<file path="config.mk">
export PLATFORM = sky130hd
export DESIGN_NAME = ahb_bridge_arbiter
export DESIGN_NICKNAME = d
export VERILOG_FILES = /design/src/rtl/ahb_bridge_arbiter.sv
export SDC_FILE = /design/constraint.sdc
export NUM_CORES = 1
export LEC_CHECK = 0
export ABC_AREA = 1
export ABC_CLOCK_PERIOD_IN_PS = 5000
export BUFFER_PORTS_ARGS = -buffer_cell sky130_fd_sc_hd__buf_2
export CAP_MARGIN = 20
export CORE_AREA = 8 8 131 133
export DETAILED_ROUTE_END_ITERATION = 10
export DIE_AREA = 0 0 139 141
export REMOVE_ABC_BUFFERS = 1
export SLEW_MARGIN = 25
export SYNTH_ARGS = -nofsm -noshare
export SYNTH_HDL_FRONTEND = slang
export SYNTH_SLANG_ARGS = --single-unit
</file>
<file path="constraint.sdc">
create_clock -name Hclk -period 5 [get_ports Hclk]
set_clock_uncertainty 0.15 [all_clocks]
set_input_delay 1 -clock Hclk [delete_from_list [all_inputs] [get_ports Hclk]]
set_output_delay 1 -clock Hclk [all_outputs]
set_load 0.02 [all_outputs]
</file>
<file path="src/rtl/ahb_bridge_arbiter.sv">
// Round-robin arbiter and address/data multiplexer that shares the single AHB
// slave port of the AHB-to-APB bridge between NUM_MASTERS AHB masters.
module ahb_bridge_arbiter #(
  parameter int  NUM_MASTERS = 4,
  parameter int  MAX_BEATS   = 4,
  parameter int  AW          = 32,
  parameter int  DW          = 32,
  localparam int MW          = (NUM_MASTERS > 1) ? $clog2(NUM_MASTERS) : 1
) (
  input  logic                     Hclk,
  input  logic                     Hreset,
  input  logic [NUM_MASTERS-1:0]   Hbusreq,
  input  logic [NUM_MASTERS-1:0]   Hlock,
  input  logic [2*NUM_MASTERS-1:0] Htrans_m,
  input  logic [NUM_MASTERS-1:0]   Hwrite_m,
  input  logic [AW*NUM_MASTERS-1:0] Haddr_m,
  input  logic [DW*NUM_MASTERS-1:0] Hwdata_m,
  output logic [NUM_MASTERS-1:0]   Hgrant,
  output logic [MW-1:0]            Hmaster,
  output logic                     Hmastlock,
  output logic [1:0]               Htrans,
  output logic                     Hwrite,
  output logic [AW-1:0]            Haddr,
  output logic [DW-1:0]            Hwdata,
  output logic                     Hreadyin,
  input  logic                     Hreadyout
);

  localparam logic [3:0] BEAT_MAX  = 4'(MAX_BEATS);
  localparam logic [3:0] BEAT_LAST = 4'(MAX_BEATS - 1);

  logic [NUM_MASTERS-1:0] r_grant;
  logic [MW-1:0]          r_master;
  logic [MW-1:0]          r_dmaster;
  logic [MW-1:0]          r_rr_ptr;
  logic                   r_mastlock;
  logic [3:0]             r_beats;

  logic [MW-1:0]          w_grant_idx;
  logic [NUM_MASTERS-1:0] w_owner_oh;
  logic [1:0]             w_owner_trans;
  logic                   w_owner_write;
  logic [AW-1:0]          w_owner_addr;
  logic [DW-1:0]          w_dm_wdata;
  logic [MW-1:0]          w_rr_idx;
  logic [MW-1:0]          w_new_idx;
  logic [NUM_MASTERS-1:0] w_new_oh;
  logic                   w_owner_req;
  logic                   w_owner_lock;
  logic                   w_other_req;
  logic                   w_handover_pend;
  logic                   w_beat_inc;
  logic                   w_beat_limit;
  logic                   w_arb;

  // Grant index decode plus AND-OR muxes for the address and data phases
  always_comb begin
    w_grant_idx   = '0;
    w_owner_oh    = '0;
    w_owner_trans = 2'b00;
    w_owner_write = 1'b0;
    w_owner_addr  = '0;
    w_dm_wdata    = '0;
    for (int i = 0; i < NUM_MASTERS; i++) begin
      w_grant_idx   = w_grant_idx | (MW'(i) & {MW{r_grant[i]}});
      w_owner_oh[i] = (r_master == MW'(i));
      w_owner_trans = w_owner_trans | (Htrans_m[2*i +: 2] & {2{w_owner_oh[i]}});
      w_owner_write = w_owner_write | (Hwrite_m[i] & w_owner_oh[i]);
      w_owner_addr  = w_owner_addr | (Haddr_m[AW*i +: AW] & {AW{w_owner_oh[i]}});
      w_dm_wdata    = w_dm_wdata | (Hwdata_m[DW*i +: DW] & {DW{r_dmaster == MW'(i)}});
    end
  end

  // Round-robin search from the pointer+1; smallest distance wins, park on 0
  always_comb begin
    w_rr_idx = '0;
    for (int k = NUM_MASTERS; k >= 1; k--) begin
      for (int j = 0; j < NUM_MASTERS; j++) begin
        w_rr_idx = (Hbusreq[j] && (((int'(r_rr_ptr) + k) % NUM_MASTERS) == j)) ? MW'(j) : w_rr_idx;
      end
    end
    w_new_idx = (|Hbusreq) ? w_rr_idx : '0;
    w_new_oh  = '0;
    for (int i = 0; i < NUM_MASTERS; i++) begin
      w_new_oh[i] = (w_new_idx == MW'(i));
    end
  end

  assign w_owner_req     = Hbusreq[r_master];
  assign w_owner_lock    = Hlock[r_master];
  assign w_other_req     = |(Hbusreq & ~w_owner_oh);
  // A granted master still waiting for its Hready edge is not re-arbitrated
  assign w_handover_pend = (w_grant_idx != r_master);
  assign w_beat_inc      = Hreadyout & w_owner_trans[1];
  assign w_beat_limit    = w_beat_inc & (r_beats >= BEAT_LAST);
  assign w_arb           = Hreadyout & ~w_handover_pend & ~w_owner_lock &
                           (~w_owner_req | w_beat_limit |
                            ((w_owner_trans == 2'b00) & w_other_req));

  // Grant and round-robin pointer update at arbitration points
  always_ff @(posedge Hclk) begin
    if (Hreset) begin
      r_grant  <= NUM_MASTERS'(1);
      r_rr_ptr <= '0;
    end else if (w_arb) begin
      r_grant  <= w_new_oh;
      r_rr_ptr <= w_new_idx;
    end
  end

  // Address/data-phase owner handover on Hready edges
  always_ff @(posedge Hclk) begin
    if (Hreset) begin
      r_master   <= '0;
      r_dmaster  <= '0;
      r_mastlock <= 1'b0;
    end else if (Hreadyout) begin
      r_master   <= w_grant_idx;
      r_dmaster  <= r_master;
      r_mastlock <= Hlock[w_grant_idx];
    end
  end

  // Per-tenure beat counter, cleared on re-arbitration or owner change
  always_ff @(posedge Hclk) begin
    if (Hreset) begin
      r_beats <= 4'd0;
    end else if (Hreadyout) begin
      if (w_arb || w_handover_pend) begin
        r_beats <= 4'd0;
      end else if (w_beat_inc && (r_beats != BEAT_MAX)) begin
        r_beats <= r_beats + 4'd1;
      end
    end
  end

  assign Hgrant    = r_grant;
  assign Hmaster   = r_master;
  assign Hmastlock = r_mastlock;
  assign Htrans    = Hreset ? 2'b00 : w_owner_trans;
  assign Hwrite    = w_owner_write;
  assign Haddr     = w_owner_addr;
  assign Hwdata    = w_dm_wdata;
  assign Hreadyin  = Hreadyout;

endmodule

</file>
---- Yosys cells after proc, flatten, opt, wreduce, memory -nomap -nowiden ----
Cells that the tools add are included.
operators by class
  bitwise gates (word level) .............. 47
  add/sub/neg operators ................... 5
  mux-type cells .......................... 25
  reduce and logical (&&, ||, !) cells .... 32
  equality and inequality tests ........... 23
  magnitude comparators ................... 3
operator list
  operator                                             number
  bitwise AND 32 bit                                   8
  bitwise OR 32 bit                                    6
  zero test 32 bit                                     3
  two-way mux 2 bit                                    16
  == test 3 bit (second input constant)                8
  logical AND 1 bit                                    16
  == test 2 bit (second input constant)                6
  == test 3 x 2 -> 1 bit (second input constant)       4
  bitwise AND 1 bit                                    10
  bitwise AND 2 bit                                    4
  zero test 2 bit                                      4
  two-way mux 4 bit                                    2
  bitwise OR 2 bit                                     4
  OR reduction 2 bit                                   4
  OR reduction 4 bit                                   2
  binary-select mux 1 bit (select 2 bit)               3
  == test 2 x 1 -> 1 bit (second input constant)       3
  < comparator 2 x 3 -> 1 bit (second input constant)  2
  bitwise OR 1 bit                                     5
  adder 2 x 1 -> 2 bit (second input constant)         2
  adder 2 bit (second input constant)                  2
  adder 4 x 1 -> 4 bit (second input constant)         1
  bitwise AND 1 bit (first input constant)             4
  bitwise AND 4 bit                                    1
  10 further kinds                                     15
storage, ports and cells
  flip-flop bits (word level) ............. 15
  bits of input ports ..................... 279
  word-level logic and storage cells ...... 141
  output and inout port bits .............. 75

---- Logic depth before layout (Yosys ltp) ----
Gate-level depths: netlist of run 1.
  depth in word-level cells ............... 22
  gate-level depth with buffers ........... 18

---- Least setup slack after synthesis of run 1 ----
No wires, ideal clock.
  path type ............................... in2out
  from .................................... in Hreset
  to ...................................... out Htrans[0]
  arrival time ............................ 1.516 ns
  buffers on the path ..................... 1
  slack ................................... 2.334 ns
  cell stages on the path ................. 2
  cell sequence ........................... clkbuf_1 nor2_1
on the way
  longest elaborated chain between the ends .. 1
RTL lines
  element             line  RTL
  start: declaration  11    input logic Hreset,
  two-way mux 2 bit   140   assign Htrans = Hreset ? 2'b00 : w_owner_trans;
  end: declaration    21    output logic [1:0] Htrans,
No other way between the ends.

---- Final worst setup path of run 1 ----
  from .................................... reg r_master[0], in the netlist Hmaster[0]
  to ...................................... out Htrans[0]
on the way
  longest elaborated chain between the ends .. 6
RTL lines
  element                                                    line  RTL
  start: declaration                                         33    logic [MW-1:0] r_master;
  start signal: assignment                                   118   r_master <= w_grant_idx;
  == test 2 x 1 -> 1 bit or zero test 2 bit (tied branches)  66    w_owner_oh[i] = (r_master == MW'(i));
  bitwise AND 2 bit                                          67    w_owner_trans = w_owner_trans | (Htrans_m[2*i +: 2] & {2{w_owner_oh[i]}});
  bitwise OR 2 bit (2 in a row)                              67
  bitwise OR 2 bit *                                         67
  two-way mux 2 bit *                                        140
Mark *: on every way between the ends. The rest lies on a longest branch, timed or not.

==> impl_metrics.tcl, run 1 <==
set metrics [dict create \
    outcome "finished clean" \
    min_period_over_period 0.638 \
    slew_viol_final 0 \
    antenna_found_initial 4 \
    hpwl_um 13900 \
    cts.sinks 15 \
    end_kind "output pin" \
    synth_mux_area_frac 0 \
    synth_edf_count 0 \
    syn2layout_area_growth_pct 77.6 \
    peakVddDrop_mv 0.305 \
    power_leakage_nw 2.54 \
    synthArstFlopShare 0 \
    crit_type "reg2out" \
    synth_simple_gate_area_frac 0.722 \
    cts_tree "built" \
    hold_viol 0 \
    cts-resized-gates 0 \
    ys_seq_area_frac 0.115 \
    layout-drive-gt1-share 0.458 \
    syn_area_sq_um 2600 \
    cp-start-kind "flip-flop" \
    htree_levels 1 \
    layout_commonest_cell "buf_2" \
    io_buffers 353 \
    fillers 1747 \
    grt.total_usage 0.156 \
    wl_per_cell_um 15.8 \
    critical_path_required_ns 3.85 \
    place.gp.congestion 0.889 \
    fin_util 0.309 \
    synth_ff_type "dfxtp_1" \
    synth_top_family_by_area "simple AND/OR/NAND/NOR gates" \
    cts_buffers 3 \
    ys_types 31 \
    dieArea_sq_um 19600 \
    synth_cells 531 \
    grt_pass1_vias 4463 \
    max_freq_mhz 313 \
    grt_setup_unrepaired "no" \
    synth_xor_xnor_area_share 0.00673 \
    clk_latency_ns 0.25 \
    drtIter0Drc 289 \
    hold_class "reg2reg" \
    power_density_nw_per_um2 186 \
    crit_fanout 37 \
    synth-compound-area-share 0.0669 \
    synth_fa_ha_area_frac 0.00962 \
    routed_wl_um 16700 \
    num_io_pins 354 \
    grt_max_degree 38 \
    overflow 0 \
    dieWidth_um 139 \
    postCtsHoldBufs 0 \
    cts-root-buf "clkbuf_16" \
    vias 4741 \
    layout.nets 1145 \
    yosys_warnings 0 \
    grt_pass1_wl_um 25200 \
    vias_per_cell 4.49 \
    route.detailed.drc 0 \
    start_util 0.174 \
    firstDrtPassIters 5 \
    core_sq_um 15000 \
    post_cts_buffers 0 \
    min_period_ns 3.19 \
    final.setup.tns_ns 0 \
    cap_violations 0 \
    row_count 45 \
    die_h_um 141 \
    setup_viol 0 \
    worst-slew-pin-transition_ns 0.690 \
    clock_path_buffers 2 \
    clk_pin_slew_worst_paths_ns 0.05 \
    cp.arrival_ns 2.04 \
    relSlewSlack 0.539 \
    mostFrequentLayoutCells "353 x buf_2, 309 x nand2_1, 65 x nand4_1" \
    ys_ff_latch 15 \
    synth.avg_cell_area_sq_um 4.90 \
    ant_nets 0 \
]
registers in the layout, summed over array words and instances, names as in the netlist:
register / flops
Hgrant: 4
r_beats: 4
Hmaster: 2
r_dmaster: 2
r_rr_ptr: 2
Hmastlock: 1
final cells by class:
type	count	area, sq um	share of cell area
flip-flops and latches	15	300	0.0650
inverters	24	90.1	0.0195
clock inverters	1	5.00	0.00108
well taps	188	235	0.0509
diodes	4	10.0	0.00217
clock buffers	3	75.1	0.0162
repair buffers	357	1800	0.389
multi-input cells	463	2110	0.456
where the power goes:
part / internal [mW] / switching, mW
Clock: 0.107 / 0.0501
Combinational: 0.217 / 0.341
Sequential: 0.130 / 0.0151
logic make-up (layout without fill, tap and decap cells):
kind of cell | count (synthesis) | after routing
AND/OR/NAND/NOR | 429 | 429
buffers and inverters | 53 | 385
AO/OA/AOI/OAI | 30 | 30
flip-flops | 15 | 15
adder cells (fa/ha/maj) | 2 | 2
XOR/XNOR | 2 | 2
other | 0 | 4
final timing paths:
| check | from | to | slack, ns | cells past startpoint |
|---|---|---|---|---|
| hold reg to reg | Hgrant[0]$_SDFFE_PP1P_ | Hgrant[0]$_SDFFE_PP1P_ | 0.33 | 2 |
| setup / recovery | Hmaster[0]$_SDFFE_PP0P_ | Htrans[0] | 1.81 | 7 |
| hold / removal | Hgrant[0]$_SDFFE_PP1P_ | Hgrant[0]$_SDFFE_PP1P_ | 0.33 | 2 |
| setup reg to reg | Hmaster[0]$_SDFFE_PP0P_ | r_beats[3]$_SDFFE_PP0P_ | 2.46 | 16 |
stage by stage:
stage,setup slack [ns],area [sq um],power [mW],hold slack [ns],instances
after floorplan,2.05,2490,0.453,0.299,502
after global placement,1.95,4530,0.707,0.304,1047
after detailed placement,1.94,4530,0.706,0.306,1047
after CTS,1.69,4610,0.865,0.321,1051
after global routing,1.63,4620,0.922,0.348,1055
final,1.81,4620,0.860,0.328,1055
Yosys cell counts (2+ instances only):
cell type | instances | area (sq um)
nand2_4 | 3 | 33.8
o211ai_1 | 2 | 15.0
buf_1 | 2 | 7.51
nor3_1 | 2 | 10.0
nor2_1 | 10 | 37.5
o21ai_1 | 2 | 10.0
inv_1 | 12 | 45.0
nand3_1 | 25 | 125
a21oi_1 | 14 | 70.1
o21ai_0 | 5 | 25.0
nand2_1 | 309 | 1160
buf_2 | 2 | 10.0
inv_2 | 12 | 45.0
nand4_1 | 65 | 407
a22oi_1 | 2 | 15.0
nor2_2 | 3 | 18.8
dfxtp_1 | 15 | 300
clkbuf_1 | 24 | 90.1
xor2_1 | 2 | 17.5
ha_1 | 2 | 25.0
nand2_2 | 8 | 50.1
critical path, stage by stage, from the launching register on:
cell and delay, ns:
dfxtp_1 0.51, nand2_2 0.11, inv_2 0.52, nand2_1 0.11
nand3_1 0.11, a21oi_1 0.07, nor2_1 0.17, buf_2 0.19
metal layers:
layer | GRT usage | vias to the layer above | share of wire
li1 | - | 2415 | -
met1 | 0.181 | 2115 | 0.39
met2 | 0.286 | 201 | 0.52
met3 | 0.0381 | 10 | 0.076
met4 | 0.0289 | 0 | 0.011
met5 | 0 | - | 0
(Power assumes the default switching activity.)
==> run 2: changes to the inputs <==
Settings changed: ABC_CLOCK_PERIOD_IN_PS 5000 to 3000.
Clock period 5 ns to 3 ns, I/O delays scaled along.
==> run 2 against run 1 <==
  * Worst setup slack lost 1.5 ns
  * Clock power increased by 68%
  * Core utilization is 0.17 points higher
  * First-iteration DRC count grew 14%
  * Clock-buffer cell count unchanged
  * Sequential cell count stayed put
  * Hold slack got worse by 0.0055 ns
  * Critical path type unchanged
  * Largest power group unchanged
  * Highest routed layer unchanged
==> impl_metrics.tcl, run 2 (same netlist as run 1, synthesis figures left out) <==
set metrics [dict create \
    outcome "finished clean" \
    reg2reg_depth 16 \
    peakVddDrop_mv 0.221 \
    power_density_nw_per_um2 311 \
    worst-slew-pin-transition_ns 0.594 \
    start_util 0.174 \
    cp.arrival_ns 1.89 \
    fillers 1738 \
    grt.total_usage 0.159 \
    routed_wl_um 17200 \
    layout.nets 1148 \
    antenna_found_initial 2 \
    fin_util 0.310 \
    max_freq_mhz 378 \
    power_leakage_nw 2.56 \
    drtIter0Drc 330 \
    crit_type "reg2out" \
    slew_viol_final 0 \
    cts_buffers 3 \
    cp-start-kind "flip-flop" \
    crit_fanout 26 \
    mostFrequentLayoutCells "353 x buf_2, 309 x nand2_1, 65 x nand4_1" \
    busiest_layer "met2" \
    dieArea_sq_um 19600 \
    hpwl_um 14500 \
    vias_per_cell 4.48 \
    hold_class "reg2reg" \
    place.gp.congestion 0.913 \
    cts_tree "built" \
    die_h_um 141 \
    num_io_pins 354 \
    grt_pass1_wl_um 25500 \
    final.setup.tns_ns 0 \
    rrSetupSlack_ns 0.65 \
    cap_violations 0 \
    final-seq-area_sq_um 300 \
    route.detailed.drc 0 \
    post_cts_buffers 0 \
    min_period_ns 2.64 \
    multiInputGateArea_sq_um 2100 \
    hp-start "Hgrant[0]$_SDFFE_PP1P_" \
    layout_commonest_cell "buf_2" \
    grt_setup_unrepaired "no" \
    cts-root-buf "clkbuf_16" \
    row_count 45 \
    clk_latency_ns 0.25 \
    critical_path_required_ns 2.25 \
    use_met1 0.182 \
    timing.rr.end "r_beats[3]$_SDFFE_PP0P_" \
    hold_viol 0 \
    cts-resized-gates 0 \
    firstDrtPassIters 4 \
    layout-drive-gt1-share 0.460 \
    grt_pass1_vias 4444 \
    vias 4736 \
    grt_use_met2 0.294 \
    dieWidth_um 139 \
    overflow 0 \
    end_kind "output pin" \
    setup_viol 0 \
    grt_max_degree 33 \
    htree_levels 1 \
    relSlewSlack 0.604 \
    whs_endpoint "Hgrant[0]$_SDFFE_PP1P_" \
    clock_path_buffers 2 \
    syn2layout_area_growth_pct 78.6 \
    wl_per_cell_um 16.3 \
    clk_pin_slew_worst_paths_ns 0.05 \
    postCtsHoldBufs 0 \
    core_sq_um 15000 \
    reg2reg_from "Hmaster[1]$_SDFFE_PP0P_" \
    ant_nets 0 \
    io_buffers 353 \
    whs_path_depth 2 \
    met3_usage 0.0334 \
    cts.sinks 15 \
    min_period_over_period 0.881 \
]
## run 2: through the flow
| step | total power [mW] | std cells | area [sq um] | setup slack, ns | hold slack, ns |
|---|---|---|---|---|---|
| 3_5_place_dp | 1.19 | 1050 | 4560 | 0.620 | 0.310 |
| 5_1_grt | 1.55 | 1056 | 4650 | 0.245 | 0.340 |
| 6_report | 1.45 | 1056 | 4650 | 0.358 | 0.322 |
| 2_1_floorplan | 0.756 | 502 | 2490 | 0.452 | 0.299 |
| 4_1_cts | 1.46 | 1054 | 4640 | 0.353 | 0.327 |
| 3_3_place_gp | 1.19 | 1050 | 4560 | 0.664 | 0.314 |
## run 2: worst max-delay path by stage
stage | start | depth (start not counted) | slack, ns | end
after CTS | Hmaster[1]$_SDFFE_PP0P_ | 6 | 0.35 | Hwrite
after detailed placement | Hmaster[1]$_SDFFE_PP0P_ | 6 | 0.62 | Hwrite
final | Hmaster[0]$_SDFFE_PP0P_ | 6 | 0.36 | Hwrite
after floorplan | Hmaster[1]$_SDFFE_PP0P_ | 5 | 0.45 | Htrans[0]
after global routing | Hmaster[0]$_SDFFE_PP0P_ | 7 | 0.25 | Htrans[0]
after global placement | Hmaster[1]$_SDFFE_PP0P_ | 6 | 0.66 | Hwrite
## run 2: layout make-up
cell class / count / area share
diodes: 2 / 0.00108
clock buffers: 3 / 0.0162
clock inverters: 1 / 0.00108
inverters: 24 / 0.0194
multi-input cells: 463 / 0.453
flip-flops and latches: 15 / 0.0646
well taps: 188 / 0.0506
repair buffers: 360 / 0.394
## run 2: routing by layer
layer | routed length (um) | part of all wire | vias up
met5 | 0 | 0 | -
met4 | 343 | 0.020 | 0
met3 | 1310 | 0.076 | 25
met2 | 8840 | 0.51 | 208
met1 | 6700 | 0.39 | 2081
li1 | - | - | 2422
## run 2: critical path, cell delays in order (launching register included)
cell	delay, ns
dfxtp_1	0.49
nand2_2	0.11
inv_2	0.38
buf_4	0.28
nand2_1	0.07
nand4_1	0.11
buf_2	0.18
## run 2: power by group
group	switching, mW	total (mW)	leakage, nW	internal [mW]
Clock	0.0849	0.263	0.0409	0.178
Sequential	0.0255	0.243	0.123	0.217
Combinational	0.572	0.940	2.40	0.367
